`src/rtl/fg_decision_pkg.sv`:
```
`default_nettype none
// ============================================================================
// Module      : fg_decision_pkg
// Description : Shared widths, latency and state encodings for the
//               foreground/background decision block.
// Revision    : 1.0 - initial release
// ============================================================================
package fg_decision_pkg;

    localparam int DEF_DATA_W = 16;
    localparam int DEF_CNT_W  = 8;
    localparam int LAT_FG     = 2;

    typedef enum logic [0:0] {
        ST_IDLE = 1'b0,
        ST_ACC  = 1'b1
    } state_t;

endpackage
`default_nettype wire

```
`src/rtl/cmp_gt.sv`:
```
`default_nettype none
// ============================================================================
// Module      : cmp_gt
// Description : Registered unsigned greater-than compare, 1 cycle latency.
// Revision    : 1.0 - initial release
// ============================================================================
module cmp_gt #(
    parameter int W = 16
) (
    input  logic         clk,
    input  logic [W-1:0] a,
    input  logic [W-1:0] b,
    output logic         gt
);

    // Register a > b; consumers qualify the result with their own valid.
    always_ff @(posedge clk) begin
        gt <= (a > b);
    end

endmodule
`default_nettype wire

```
`src/rtl/fg_decision.sv`:
```
`default_nettype none
// ============================================================================
// Module      : fg_decision
// Description : Counts background samples closer than R to a pixel, tracks
//               the minimum distance and decides foreground/background.
//               Stage 0: FSM + registered compare; stage 1: accumulate/issue.
// Revision    : 1.0 - initial release
// ============================================================================
module fg_decision
    import fg_decision_pkg::*;
#(
    parameter int DATA_W = DEF_DATA_W,
    parameter int CNT_W  = DEF_CNT_W
) (
    input  logic              clk,
    input  logic              rst,
    input  logic              sv,
    input  logic              sfirst,
    input  logic              slast,
    input  logic [DATA_W-1:0] sd,
    input  logic [DATA_W-1:0] r,
    input  logic [CNT_W-1:0]  nmin,
    output logic              fv,
    output logic              fg,
    output logic [DATA_W-1:0] dmin,
    output logic [CNT_W-1:0]  cnt,
    output logic              err
);

    localparam logic [CNT_W-1:0] C_CNT_MAX = {CNT_W{1'b1}};

    state_t              r_state;
    logic [DATA_W-1:0]   r_thr;
    logic [CNT_W-1:0]    r_nmin;
    logic                r_p_valid;
    logic                r_p_init;
    logic                r_p_last;
    logic [DATA_W-1:0]   r_sd;
    logic [CNT_W-1:0]    r_acc_cnt;
    logic [DATA_W-1:0]   r_acc_min;
    logic                w_match;
    logic                w_start;
    logic [DATA_W-1:0]   w_thr_cmp;
    logic [CNT_W-1:0]    w_cnt_next;
    logic [DATA_W-1:0]   w_min_next;

    // Any sfirst beat opens a new pixel, whether from IDLE or as a restart.
    assign w_start = sv & sfirst;

    // The first beat must compare against its own R, not the stale latch.
    assign w_thr_cmp = w_start ? r : r_thr;

    // Match iff sd < R, i.e. R > sd.
    cmp_gt #(
        .W (DATA_W)
    ) u_cmp_gt (
        .clk (clk),
        .a   (w_thr_cmp),
        .b   (sd),
        .gt  (w_match)
    );

    // Per-pixel threshold and minimum count; no reset needed.
    always_ff @(posedge clk) begin
        if (w_start) begin
            r_thr  <= r;
            r_nmin <= nmin;
        end
        r_sd <= sd;
    end

    // Protocol FSM: classifies each beat into accumulate/init/issue tokens.
    always_ff @(posedge clk) begin
        if (rst) begin
            r_state   <= ST_IDLE;
            r_p_valid <= 1'b0;
            r_p_init  <= 1'b0;
            r_p_last  <= 1'b0;
            err       <= 1'b0;
        end else begin
            r_p_valid <= 1'b0;
            r_p_init  <= 1'b0;
            r_p_last  <= 1'b0;
            err       <= 1'b0;
            if (sv) begin
                case (r_state)
                    ST_IDLE: begin
                        if (sfirst) begin
                            r_p_valid <= 1'b1;
                            r_p_init  <= 1'b1;
                            r_p_last  <= slast;
                            r_state   <= slast ? ST_IDLE : ST_ACC;
                        end else if (slast) begin
                            err <= 1'b1;
                        end
                    end
                    ST_ACC: begin
                        if (sfirst) begin
                            // Abandon the partial pixel and restart here.
                            err       <= 1'b1;
                            r_p_valid <= 1'b1;
                            r_p_init  <= 1'b1;
                            r_p_last  <= slast;
                            r_state   <= slast ? ST_IDLE : ST_ACC;
                        end else begin
                            r_p_valid <= 1'b1;
                            r_p_last  <= slast;
                            r_state   <= slast ? ST_IDLE : ST_ACC;
                        end
                    end
                    default: r_state <= ST_IDLE;
                endcase
            end
        end
    end

    // Next accumulator values: initialise on the first beat, else saturate/min.
    always_comb begin
        w_cnt_next = r_acc_cnt;
        w_min_next = r_acc_min;
        if (r_p_init) begin
            w_cnt_next = CNT_W'(w_match);
            w_min_next = r_sd;
        end else begin
            if (w_match && (r_acc_cnt != C_CNT_MAX)) begin
                w_cnt_next = r_acc_cnt + 1'b1;
            end
            if (r_sd < r_acc_min) begin
                w_min_next = r_sd;
            end
        end
    end

    // Accumulate stage; results are issued and held until the next pixel.
    always_ff @(posedge clk) begin
        if (rst) begin
            r_acc_cnt <= '0;
            r_acc_min <= '0;
            fv        <= 1'b0;
            fg        <= 1'b0;
            cnt       <= '0;
            dmin      <= '0;
        end else begin
            fv <= 1'b0;
            if (r_p_valid) begin
                r_acc_cnt <= w_cnt_next;
                r_acc_min <= w_min_next;
                if (r_p_last) begin
                    fv   <= 1'b1;
                    cnt  <= w_cnt_next;
                    dmin <= w_min_next;
                    fg   <= (w_cnt_next < r_nmin);
                end
            end
        end
    end

endmodule
`default_nettype wire

```
`config.mk`:
```
export PLATFORM = sky130hd
export DESIGN_NAME = fg_decision
export DESIGN_NICKNAME = d
export VERILOG_FILES = /design/src/rtl/fg_decision_pkg.sv /design/src/rtl/cmp_gt.sv /design/src/rtl/fg_decision.sv
export SDC_FILE = /design/constraint.sdc
export NUM_CORES = 1
export LEC_CHECK = 0
export BUFFER_PORTS_ARGS = -buffer_cell sky130_fd_sc_hd__buf_2
export CELL_PAD_IN_SITES_DETAIL_PLACEMENT = 1
export CELL_PAD_IN_SITES_GLOBAL_PLACEMENT = 1
export CORE_MARGIN = 2
export CORE_UTILIZATION = 47
export CTS_CLUSTER_SIZE = 16
export DETAILED_ROUTE_END_ITERATION = 12
export PLACE_DENSITY_LB_ADDON = 0.1
export SYNTH_ARGS = -nofsm -noshare
export SYNTH_HDL_FRONTEND = slang
export SYNTH_HIERARCHICAL = 1
export SYNTH_SLANG_ARGS = --single-unit
```
`constraint.sdc`:
```
create_clock -name clk -period 6.3 [get_ports clk]
set_input_delay 1.575 -clock clk [delete_from_list [all_inputs] [get_ports clk]]
set_output_delay 1.575 -clock clk [all_outputs]
set_load 0.05 [all_outputs]
```
==> results summary <==
The insertion delay to the later sink of the worst-skew pair is 0.37 ns. The post-synthesis cell area is 4510 um2. The global router's overall resource usage came out at 20.0%. The max-capacitance violation count came out at 0. The fraction of the mapped netlist area in compound gates is 10.9%. The top fanout value on the critical path came out at 18.

The part of the Yosys area used for sequential elements is 44.4%. The area fraction of the dominant cell type after synthesis came out at 39.1%. The normalized max-slew margin is 22.2%.

Setup violations remaining at the end of the flow were counted as 0. Summed over all failing endpoints, the final setup total negative slack is 0 ns. The final hold violation count was 0.

TritonCTS built the clock tree. The buffer levels on the longest clock path is 2. The worst setup slack before clock tree synthesis came out at 2.31 ns. The most critical setup path has its startpoint at sv. The ratio of routed vias to standard cells is 5.14.

The total power per unit cell area is 238 nW/um2. The final critical path takes up 57.3% of the cycle. The synthesized area per cell came out at 9.65 um2. The post-detailed-placement half-perimeter wirelength came out at 7320 um. For this run, asynchronously set or reset flops after synthesis account for 0%. The initial cell density of the core came out at 48.5%. The H-tree was split into 3 levels. The total congestion overflow after global routing is 0. The pin slew with the least headroom to its limit came out at 1.17 ns.

The root buffer cell is clkbuf_8. The pre-antenna-repair detailed-routing pass consisted of 4 iterations. The region available for standard cell placement spans 9280 um2. Of the cells placed in the final design, the portion with a size suffix greater than 1 is 21.5%. Yosys mapped the design onto 49 distinct sky130hd cell types. The area growth from synthesis to layout is 13.6%. Of the total synthesized cell area, the portion taken by full adders, half adders and majority gates is 10.8%.

The critical path is of the input port to register type. In this run the critical register-to-register path is launched from r_acc_min[11]. The number of nets still failing antenna checks after routing is 0.

For this run, design rule violations remaining after detail routing come to 0. After detailed routing, the average wire length per cell comes to 14.8 um. Clock-pin slew was measured on the worst setup and hold paths at 0.11 ns.

The commonest cells after synthesis are dfxtp_1 (88), inv_1 (42), ha_1 (39). Multiplexer cells account for 11.8% of the synthesized area. The reported leakage power is 2.19 nW. The core occupancy in the finished layout came out at 55.1%.

The run finished with clean final reports. The final clock skew is 0.0134 ns. The first global-routing pass estimated 16300 um of wire. The number of top-level design ports is 72. The count of standard-cell rows came out at 35.

The Yosys step of the flow raised 6 warnings. The worst setup slack after layout is 2.69 ns. The total number of nets in the final design came out at 613. In this run the worst hold path is classified as register to register. STA classifies the critical path endpoint as a register. The post-route worst hold slack is 0.459 ns. Setup repair after global routing left no endpoint under its margin.

The die outline area is 10400 um2. At the worst endpoint, the arrival time is 3.87 ns. After synthesis the netlist holds a flip-flop and latch count of 96. The cell count after synthesis came out at 467. The library cell with the highest instance count after synthesis is dfxtp_1. The peak ir drop on the vdd network came out at 120 uV. The dominant combinational cell family by area after synthesis is simple AND/OR/NAND/NOR gates. After synthesis, the cell types taking the most area are dfxtp_1 (39%), ha_1 (11%), mux2i_1 (7.8%). The total wirelength of the detailed-routed design came out at 9800 um. The die boundary width came out at 102 um.

The total clock sinks is 96. The detailed router's first-iteration violation count came out at 75. The maximum achievable frequency is 0.277 GHz. The final weighted congestion in routability-driven placement came out at 0.840. The synthesized netlist devotes 15.6% of its cell area to simple gates. The initial antenna violation count came to 0.

Port buffering added 71 buffers. The final critical path time including I/O delays and setup came out at 3.61 ns. The number of buffers added for setup after CTS came out at 0. The worst hold path begins at cnt[6]. The worst setup path is launched from an input port. The total chip power is 1.22 mW. Summed over all instances, the cell type with the most area after synthesis is dfxtp_1.

The post-synthesis share of cell area spent on xor and xnor gates is 0.583%. The total CTS buffers came out at 9. The data required time of the worst path is 6.56 ns. For this run, the leading register cell type out of synthesis is dfxtp_1. The number of resized instances in the post-cts repair step is 0.

The number of slew-limit violations in the final report was 0. The number of global-route vias before repair is 3324. The vertical extent of the die came out at 102 um. 0 antenna diodes ended up in the layout. Entering global routing, the biggest net connects 72 pins.

Yosys mapped a number of flops with a built-in enable equal to 8. The count of hold buffers inserted by post-cts repair is 0. The total via count in the routed design is 3410.

The number of nets handed over by synthesis was 551.
-- cell type report --
class,instances,area (um2)
Clock inverter,7,63.8
Sequential cell,96,2000
Fill cell,1098,4170
Multi-Input combinational cell,307,2240
Inverter,43,161
Timing Repair Buffer,72,363
Tap cell,129,161
Clock buffer,9,124
-- per-stage QoR --
step	cells	cell area (um2)
finish	663	5120
floorplan	467	4510
detailed placement	647	4930
global placement	647	4930
CTS	663	5120
global route	663	5120
-- registers in the layout, summed over array words and instances, names as in the netlist --
register / flops
dmin: 16
r_acc_min: 16
r_sd: 16
r_thr: 16
cnt: 8
r_acc_cnt: 8
r_nmin: 8
err: 1
fg: 1
fv: 1
r_p_init: 1
r_p_last: 1
r_p_valid: 1
r_state: 1
u_cmp_gt/gt: 1
-- routing by layer --
| metal | wire, um | up-vias | GRT usage (%) |
|---|---|---|---|
| met1 | 5110 | 1594 | 29.8 |
| met5 | 0 | - | 0 |
| met2 | 4260 | 72 | 30.3 |
| met4 | 95 | 0 | 5.54 |
| met3 | 334 | 8 | 2.74 |
| li1 | - | 1736 | - |
-- kinds of logic after synthesis --
kind of cell | after synthesis
simple gates | 137
flops | 96
compound gates | 77
buf+inv | 64
mux | 51
fa+ha+maj | 39
xor+xnor | 3
-- worst paths after layout --
path	end	slack, ns	cells past startpoint
setup / recovery	u_cmp_gt/gt	2.69	8
hold / removal	cnt[6]	0.46	2
setup reg to reg	r_acc_min[1]	3.21	9
hold reg to reg	cnt[6]	0.46	2
-- cell usage in the layout (no fill, tap or decap), drive strengths merged, types with 2 or more instances in the layout --
master  synthesis  final
mux2           16     16
or3             3      3
nand2          30     30
inv            42     45
buf             4     72
xnor2           2      2
a31oi           2      2
nand4           8      8
and2            3      3
nand2b         35     35
o211ai          2      2
a31o            2      2
a21oi          31     31
a21boi          2      2
o21ai           9      9
a211oi         17     17
nor2b           2      2
o22ai           3      3
clkbuf         17      9
nor2           35     35
ha             39     39
or2             3      3
and4            3      3
nor3            7      7
nand3           5      5
clkinv          1      5
dfxtp          88     88
edfxtp          8      8
mux2i          35     35
-- critical path, cell delays in order --
cell	delay (ns)
buf_2	0.11
nand2_1	0.55
mux2_2	0.43
ha_1	0.33
a21oi_1	0.16
nand2_1	0.07
a221o_1	0.34
o31a_1	0.29
-- power by group --
| part | internal (mW) | switching, mW | total [mW] | leakage (nW) |
|---|---|---|---|---|
| Combinational | 0.0753 | 0.0864 | 0.162 | 1.29 |
| Sequential | 0.647 | 0.0213 | 0.668 | 0.798 |
| Clock | 0.152 | 0.235 | 0.387 | 0.0963 |
Power figures use the tool's default switching activity.
